==> config.mk <==
export PLATFORM = sky130hd
export DESIGN_NAME = fft_r2_dif_seq
export DESIGN_NICKNAME = d
export VERILOG_FILES = /design/src/rtl/fft_r2_dif_seq.sv
export SDC_FILE = /design/constraint.sdc
export NUM_CORES = 2
export LEC_CHECK = 0
export CAP_MARGIN = 20
export CORE_MARGIN = 5
export CORE_UTILIZATION = 31
export DETAILED_ROUTE_END_ITERATION = 8
export PLACE_DENSITY_LB_ADDON = 0.25
export SYNTH_ARGS = -nofsm -noshare
export SYNTH_HDL_FRONTEND = slang
export SYNTH_SLANG_ARGS = --single-unit
==> constraint.sdc <==
create_clock -name clk -period 40.6 [get_ports clk]
set_clock_uncertainty 0.05 [all_clocks]
set_input_delay 10.15 -clock clk [delete_from_list [all_inputs] [get_ports clk]]
set_output_delay 10.15 -clock clk [all_outputs]
set_load 0.01 [all_outputs]
==> src/rtl/fft_r2_dif_seq.sv <==
// fft_r2_dif_seq: memory-based iterative radix-2 DIF FFT.
// A frame of 2^N_LOG2 complex samples is loaded, transformed in place at one
// butterfly per cycle (each stage scales by 1/2), then streamed out in natural
// or raw bit-reversed memory order.
module fft_r2_dif_seq #(
  parameter int N_LOG2     = 3,
  parameter int DW         = 16,
  parameter int TW_W       = 16,
  parameter int OUT_BITREV = 0
) (
  input  logic              clk,
  input  logic              rst,
  input  logic [DW-1:0]     in_real,
  input  logic [DW-1:0]     in_imag,
  input  logic              in_valid,
  output logic              in_ready,
  output logic [DW-1:0]     out_real,
  output logic [DW-1:0]     out_imag,
  output logic [N_LOG2-1:0] out_idx,
  output logic              out_valid,
  input  logic              out_ready,
  output logic              out_last,
  output logic              busy,
  output logic              done
);

  localparam int N  = 1 << N_LOG2;
  localparam int HN = N / 2;
  localparam int PW = DW + TW_W + 1;

  typedef enum logic [1:0] {ST_LOAD = 2'd0, ST_COMPUTE = 2'd1, ST_UNLOAD = 2'd2} state_t;

  // Twiddle table W[k] = exp(-j*2*pi*k/N) scaled by 2^(TW_W-2), rounded to nearest.
  // sin/cos come from a Taylor series so only basic real arithmetic is needed.
  function automatic logic [HN*TW_W-1:0] make_twiddle(input logic want_sin);
    logic [HN*TW_W-1:0] rom;
    real x, term, acc, scale, v;
    int  iv;
    rom   = '0;
    scale = 1.0;
    for (int i = 0; i < TW_W - 2; i++) scale = scale * 2.0;
    for (int k = 0; k < HN; k++) begin
      x = 2.0 * 3.14159265358979323846 * real'(k) / real'(N);
      if (want_sin) begin
        term = x;
        acc  = x;
        for (int n = 1; n < 40; n++) begin
          term = -term * x * x / (real'(2 * n) * real'(2 * n + 1));
          acc  = acc + term;
        end
        v = -acc;
      end else begin
        term = 1.0;
        acc  = 1.0;
        for (int n = 1; n < 40; n++) begin
          term = -term * x * x / (real'(2 * n - 1) * real'(2 * n));
          acc  = acc + term;
        end
        v = acc;
      end
      v = v * scale;
      if (v >= 0.0) iv = $rtoi(v + 0.5);
      else          iv = -$rtoi(0.5 - v);
      rom[k*TW_W +: TW_W] = TW_W'(iv);
    end
    return rom;
  endfunction

  function automatic logic [N_LOG2-1:0] bitrev(input logic [N_LOG2-1:0] v);
    logic [N_LOG2-1:0] r;
    for (int i = 0; i < N_LOG2; i++) r[i] = v[N_LOG2-1-i];
    return r;
  endfunction

  localparam logic [HN*TW_W-1:0] TW_RE = make_twiddle(1'b0);
  localparam logic [HN*TW_W-1:0] TW_IM = make_twiddle(1'b1);

  logic signed [DW-1:0] mem_re_r [N];
  logic signed [DW-1:0] mem_im_r [N];

  state_t            state_r, state_nxt_s;
  logic [N_LOG2-1:0] cnt_r, bfly_r, k_r;
  logic [3:0]        stage_r;

  logic [N_LOG2-1:0]    half_s, hmask_s, p_s, q_s, tw_idx_s, k_load_s, rd_addr_s;
  logic signed [TW_W-1:0] w_re_s, w_im_s;
  logic signed [DW:0]   sum_re_s, sum_im_s, dif_re_s, dif_im_s;
  logic signed [PW-1:0] d_re_x_s, d_im_x_s, w_re_x_s, w_im_x_s, prod_re_s, prod_im_s;
  logic signed [DW-1:0] bf_p_re_s, bf_p_im_s, bf_q_re_s, bf_q_im_s, rd_re_s, rd_im_s;
  logic                 in_load_s, compute_end_s, accept_s, load_beat_s;

  logic [DW-1:0]     out_real_r, out_imag_r, out_real_nxt_s, out_imag_nxt_s;
  logic [N_LOG2-1:0] out_idx_r, out_idx_nxt_s;
  logic              out_valid_r, out_last_r, in_ready_r, busy_r, done_r;
  logic              out_valid_nxt_s, out_last_nxt_s, in_ready_nxt_s, busy_nxt_s, done_nxt_s;

  assign in_load_s     = (state_r == ST_LOAD) && in_valid;
  assign compute_end_s = (state_r == ST_COMPUTE) && (stage_r == 4'(N_LOG2 - 1)) &&
                         (bfly_r == N_LOG2'(HN - 1));
  assign accept_s      = (state_r == ST_UNLOAD) && out_valid_r && out_ready;
  assign load_beat_s   = compute_end_s || (accept_s && !out_last_r);

  // Butterfly pair addresses and twiddle index from stage and butterfly counters
  always_comb begin
    half_s   = N_LOG2'(N >> (stage_r + 4'd1));
    hmask_s  = half_s - N_LOG2'(1);
    p_s      = ((bfly_r & ~hmask_s) << 1'b1) | (bfly_r & hmask_s);
    q_s      = p_s | half_s;
    tw_idx_s = (bfly_r & hmask_s) << stage_r;
  end

  // Butterfly datapath: halved sum to p, halved difference times twiddle to q
  always_comb begin
    w_re_s    = TW_RE[tw_idx_s*TW_W +: TW_W];
    w_im_s    = TW_IM[tw_idx_s*TW_W +: TW_W];
    sum_re_s  = {mem_re_r[p_s][DW-1], mem_re_r[p_s]} + {mem_re_r[q_s][DW-1], mem_re_r[q_s]};
    sum_im_s  = {mem_im_r[p_s][DW-1], mem_im_r[p_s]} + {mem_im_r[q_s][DW-1], mem_im_r[q_s]};
    dif_re_s  = {mem_re_r[p_s][DW-1], mem_re_r[p_s]} - {mem_re_r[q_s][DW-1], mem_re_r[q_s]};
    dif_im_s  = {mem_im_r[p_s][DW-1], mem_im_r[p_s]} - {mem_im_r[q_s][DW-1], mem_im_r[q_s]};
    bf_p_re_s = sum_re_s[DW:1];
    bf_p_im_s = sum_im_s[DW:1];
    d_re_x_s  = PW'($signed(dif_re_s[DW:1]));
    d_im_x_s  = PW'($signed(dif_im_s[DW:1]));
    w_re_x_s  = PW'(w_re_s);
    w_im_x_s  = PW'(w_im_s);
    prod_re_s = d_re_x_s * w_re_x_s - d_im_x_s * w_im_x_s;
    prod_im_s = d_re_x_s * w_im_x_s + d_im_x_s * w_re_x_s;
    bf_q_re_s = prod_re_s[TW_W-2 +: DW];
    bf_q_im_s = prod_im_s[TW_W-2 +: DW];
  end

  // Output read address; bypass the butterfly being written on the last compute cycle
  always_comb begin
    if (state_r == ST_COMPUTE) k_load_s = '0;
    else                       k_load_s = k_r + N_LOG2'(1);
    if (OUT_BITREV != 0) rd_addr_s = k_load_s;
    else                 rd_addr_s = bitrev(k_load_s);
    if ((state_r == ST_COMPUTE) && (rd_addr_s == p_s)) begin
      rd_re_s = bf_p_re_s;
      rd_im_s = bf_p_im_s;
    end else if ((state_r == ST_COMPUTE) && (rd_addr_s == q_s)) begin
      rd_re_s = bf_q_re_s;
      rd_im_s = bf_q_im_s;
    end else begin
      rd_re_s = mem_re_r[rd_addr_s];
      rd_im_s = mem_im_r[rd_addr_s];
    end
  end

  // State register
  always_ff @(posedge clk or posedge rst) begin
    if (rst) state_r <= ST_LOAD;
    else     state_r <= state_nxt_s;
  end

  // Next-state logic
  always_comb begin
    state_nxt_s = state_r;
    case (state_r)
      ST_LOAD: begin
        if (in_load_s && (cnt_r == N_LOG2'(N - 1))) state_nxt_s = ST_COMPUTE;
        else                                        state_nxt_s = ST_LOAD;
      end
      ST_COMPUTE: begin
        if (compute_end_s) state_nxt_s = ST_UNLOAD;
        else               state_nxt_s = ST_COMPUTE;
      end
      ST_UNLOAD: begin
        if (accept_s && out_last_r) state_nxt_s = ST_LOAD;
        else                        state_nxt_s = ST_UNLOAD;
      end
      default: state_nxt_s = ST_LOAD;
    endcase
  end

  // Next values of the registered stream outputs and status flags
  always_comb begin
    in_ready_nxt_s = (state_nxt_s == ST_LOAD);
    busy_nxt_s     = (state_nxt_s != ST_LOAD);
    done_nxt_s     = 1'b0;
    if (load_beat_s) begin
      out_real_nxt_s  = rd_re_s;
      out_imag_nxt_s  = rd_im_s;
      out_idx_nxt_s   = (OUT_BITREV != 0) ? bitrev(k_load_s) : k_load_s;
      out_last_nxt_s  = (k_load_s == N_LOG2'(N - 1));
      out_valid_nxt_s = 1'b1;
    end else if (accept_s && out_last_r) begin
      out_real_nxt_s  = out_real_r;
      out_imag_nxt_s  = out_imag_r;
      out_idx_nxt_s   = out_idx_r;
      out_last_nxt_s  = 1'b0;
      out_valid_nxt_s = 1'b0;
      done_nxt_s      = 1'b1;
    end else begin
      out_real_nxt_s  = out_real_r;
      out_imag_nxt_s  = out_imag_r;
      out_idx_nxt_s   = out_idx_r;
      out_last_nxt_s  = out_last_r;
      out_valid_nxt_s = out_valid_r;
    end
  end

  // Output and status registers
  always_ff @(posedge clk or posedge rst) begin
    if (rst) begin
      out_real_r  <= '0;
      out_imag_r  <= '0;
      out_idx_r   <= '0;
      out_last_r  <= 1'b0;
      out_valid_r <= 1'b0;
      in_ready_r  <= 1'b1;
      busy_r      <= 1'b0;
      done_r      <= 1'b0;
    end else begin
      out_real_r  <= out_real_nxt_s;
      out_imag_r  <= out_imag_nxt_s;
      out_idx_r   <= out_idx_nxt_s;
      out_last_r  <= out_last_nxt_s;
      out_valid_r <= out_valid_nxt_s;
      in_ready_r  <= in_ready_nxt_s;
      busy_r      <= busy_nxt_s;
      done_r      <= done_nxt_s;
    end
  end

  // Load, butterfly/stage and unload counters
  always_ff @(posedge clk or posedge rst) begin
    if (rst) begin
      cnt_r   <= '0;
      bfly_r  <= '0;
      stage_r <= 4'd0;
      k_r     <= '0;
    end else begin
      case (state_r)
        ST_LOAD: begin
          if (in_load_s) cnt_r <= cnt_r + N_LOG2'(1);
        end
        ST_COMPUTE: begin
          if (bfly_r == N_LOG2'(HN - 1)) begin
            bfly_r <= '0;
            if (stage_r == 4'(N_LOG2 - 1)) stage_r <= 4'd0;
            else                           stage_r <= stage_r + 4'd1;
          end else begin
            bfly_r <= bfly_r + N_LOG2'(1);
          end
        end
        ST_UNLOAD: begin
          if (accept_s) begin
            if (out_last_r) k_r <= '0;
            else            k_r <= k_r + N_LOG2'(1);
          end
        end
        default: begin
          cnt_r   <= '0;
          bfly_r  <= '0;
          stage_r <= 4'd0;
          k_r     <= '0;
        end
      endcase
    end
  end

  // Sample memory: written by input beats in LOAD and by both butterfly legs in COMPUTE
  always_ff @(posedge clk) begin
    if (in_load_s) begin
      mem_re_r[cnt_r] <= in_real;
      mem_im_r[cnt_r] <= in_imag;
    end else if (state_r == ST_COMPUTE) begin
      mem_re_r[p_s] <= bf_p_re_s;
      mem_im_r[p_s] <= bf_p_im_s;
      mem_re_r[q_s] <= bf_q_re_s;
      mem_im_r[q_s] <= bf_q_im_s;
    end
  end

  assign in_ready  = in_ready_r;
  assign out_real  = out_real_r;
  assign out_imag  = out_imag_r;
  assign out_idx   = out_idx_r;
  assign out_valid = out_valid_r;
  assign out_last  = out_last_r;
  assign busy      = busy_r;
  assign done      = done_r;

endmodule

==> results.yml <==
detailed_routing:
  wirelength_mm: 183
  num_vias: 40800
  drc: 0
  drt_first_pass_iters: 6
  routedWlPerCell_um: 22.9
  ant_nets: 0
  routed_via_density: 5.12
  drt_iter0_drc: 3904
floorplanning:
  coreArea_um2: 167000
  ioPinCount: 76
  die_area_um2: 176000
  die_h_um: 420
  die_x_um: 420
  rows: 150
  start_util_pct: 31.1
synthesis:
  synth_edf_count: 256
  synth_cells: 5775
  syn_area_um2: 52000
  ys_warn_count: 0
  synth.ff_latch_count: 311
  ys_seq_area_share_pct: 17.4
  synthArstFlopShare_pct: 17.7
  synth_nets: 7046
  ys.flop_type: "edfxtp_1"
  ys_types: 100
  synth_area_per_cell_um2: 9.01
worst_setup_path:
  crit_arrival_ns: 16.88
  rr_endpoint: "mem_im_r[1][14]"
  worstPathRequired_ns: 40.95
  critPathKind: "flop to flop"
  crit_slowest_cell: "buf_4"
  crit_path_max_fanout: 52
  worstReg2RegStart: "stage_r[0]"
  cp_slowest_stage_delay_ns: 0.73
  worstRegToRegCells: 54
  cp-start-kind: "flop"
  r2r_setup_slack_ns: 24.06
  endpoint_kind: "flop"
cells_and_area:
  drive_above_1_share_pct: 5.52
  fillerInstances: 17200
  fin_nets: 7005
  area_delta_synth_final_pct: 9.19
cts:
  clock_sinks: 311
  cts-hold-fix-buffers: 0
  cts_setup_buffers: 0
  cts_resized: 0
  clock-root-buffer: "clkbuf_16"
  htreeDepth: 2
  clock_latency_ns: 0.57
  cts_buffer_depth: 3
  clkTransAtPathRegs_ns: 0.06
  cts_buffers: 34
  cts_tree: "done"
hold_path:
  holdPathStages: 2
  hold_class: "flop to flop"
  hp-start: "out_real[6]"
  holdPathEnd: "out_real[6]"
global_route:
  grt_pass1_wl_mm: 272
  grt_start_max_net_pins: 130
  grt_pass1_vias: 41400
  antenna_found_initial: 3
  grt_util_all_layers_pct: 20.6
  grt-ovfl-total: 0
sta:
  min_period_ns: 16.54
  drv_slew: 0
  period_share_pct: 40.7
  relSlewSlack_pct: 17.2
  setup-tns-final_ns: 0
  hold_viol: 0
  finalSetupViolCount: 0
  rsz0062_at_grt: "false"
  fmax_ghz: 0.0605
  tightest_slew_ns: 1.24
place:
  io_buffers: 75
  dp_hpwl_mm: 139
  globalplace.congestion: 0.906
job:
  drv_cap: 0
status:
  outcome: "finished, final reports clean"
placed cells by master, fill, tap and decap left out, types with 21 or more instances in the layout:
master	n
mux4_2	32
nor2_1	394
fa_1	764
inv_1	1163
a221oi_1	43
edfxtp_1	256
o221ai_1	52
nand3_1	236
a21oi_1	357
ha_1	470
xor2_1	40
clkdlybuf4s50_1	75
clkbuf_16	38
xnor2_1	169
nor3_1	34
and2_1	21
nand2b_1	23
a21o_1	58
o22a_1	44
dfrtp_1	53
mux2i_1	132
o21ai_0	171
o22ai_1	27
buf_4	114
nand2_1	647
state kept, by name, indices dropped and copies added (netlist names):
signal	flops
mem_im_r	128
mem_re_r	128
out_imag	16
out_real	16
stage_r	4
bfly_r	3
cnt_r	3
k_r	3
out_idx	3
state_r	2
busy	1
done	1
in_ready	1
out_last	1
out_valid	1
critical path, delay by kind of cell (launching register included):
kind	cells	cell delay (ns)
XOR/XNOR	1	0.57
adder cells (fa/ha/maj)	12	5.44
buffers and inverters	10	2.24
AND/OR/NAND/NOR	11	3.16
flip-flops	1	0.54
AO/OA/AOI/OAI	20	4.28
metrics by stage:
stage | std cells | utilization, % | hold slack (ns) | cell area (um2) | setup WS, ns
2_1_floorplan | 5775 | - | 0.427 | 52000 | 26.50
3_3_place_gp | 7898 | 33.3 | 0.418 | 55600 | 24.50
3_5_place_dp | 7902 | 33.3 | 0.423 | 55700 | 24.27
4_1_cts | 7964 | 34.0 | 0.437 | 56800 | 24.20
5_1_grt | 7964 | 34.0 | 0.458 | 56800 | 23.17
6_report | 7965 | 34.0 | 0.431 | 56800 | 24.06
synthesized netlist by cell type, drive strengths merged (5+ instances only):
cell	number	area share (%)
buf	55	0.45
a221oi	44	0.75
a211oi	17	0.25
a311oi	9	0.16
nor3	42	0.41
and2	23	0.28
nor2b	15	0.18
xor2	42	0.74
a21o	58	0.84
mux2i	133	2.6
nand2	655	4.7
edfxtp	256	15
o21a	18	0.26
o221ai	53	0.90
o21ai	194	1.9
or3	14	0.17
a21boi	7	0.10
a21oi	361	3.5
nor4	9	0.15
fa	764	29
ha	471	11
clkbuf	215	1.6
inv	1170	8.4
o22a	44	0.74
o41ai	5	0.084
nand2b	24	0.29
mux4	32	1.4
maj3	6	0.12
nor2	404	3.0
and3	10	0.12
or2	11	0.13
o22ai	27	0.32
nand4	10	0.12
mux2	13	0.28
xnor2	178	3.1
o211ai	9	0.15
dfrtp	54	2.6
nand3	240	2.3
nand3b	5	0.072
a31o	5	0.084
a31oi	7	0.096
nor3b	6	0.087
area by class of cell:
type | count | area (um2) | area share [%]
flip-flops and latches | 311 | 9070 | 16.0
multi-input cells | 4021 | 37800 | 66.5
clock inverters | 15 | 105 | 0.185
inverters | 1173 | 4410 | 7.76
diodes | 1 | 2.50 | 0.00441
clock buffers | 47 | 1020 | 1.80
repair buffers | 193 | 1680 | 2.95
well taps | 2204 | 2760 | 4.86
cells by family after synthesis:
family                   synth area share, %
adder cells (fa/ha/maj)                 40.9
flip-flops                              17.4
AO/OA/AOI/OAI                           10.9
AND/OR/NAND/NOR                         12.2
multiplexers                            4.23
XOR/XNOR                                3.89
buffers and inverters                   10.5
per-layer routing:
metal / vias up / part of all wire (%) / GRT usage (%)
li1: 18500 / - / -
met1: 20300 / 43 / 28.2
met2: 1616 / 47 / 33.7
met3: 330 / 6.7 / 2.68
met4: 2 / 3.9 / 6.78
met5: - / 0.0071 / 0
how the worst max path moves through the flow:
| stage | start | to | slack, ns |
|---|---|---|---|
| 6_report | stage_r[0] | mem_im_r[1][14] | 24.06 |
| 5_1_grt | stage_r[0] | mem_im_r[1][14] | 23.17 |
| 4_1_cts | stage_r[0] | mem_im_r[1][14] | 24.20 |
| 3_5_place_dp | stage_r[0] | mem_im_r[1][14] | 24.27 |
| 3_3_place_gp | stage_r[0] | mem_im_r[6][14] | 24.50 |
| 2_1_floorplan | stage_r[0] | mem_im_r[0][6] | 26.50 |
Power is not shown: default switching activity piles up to over one toggle a cycle in this logic, so the estimate is an artifact.
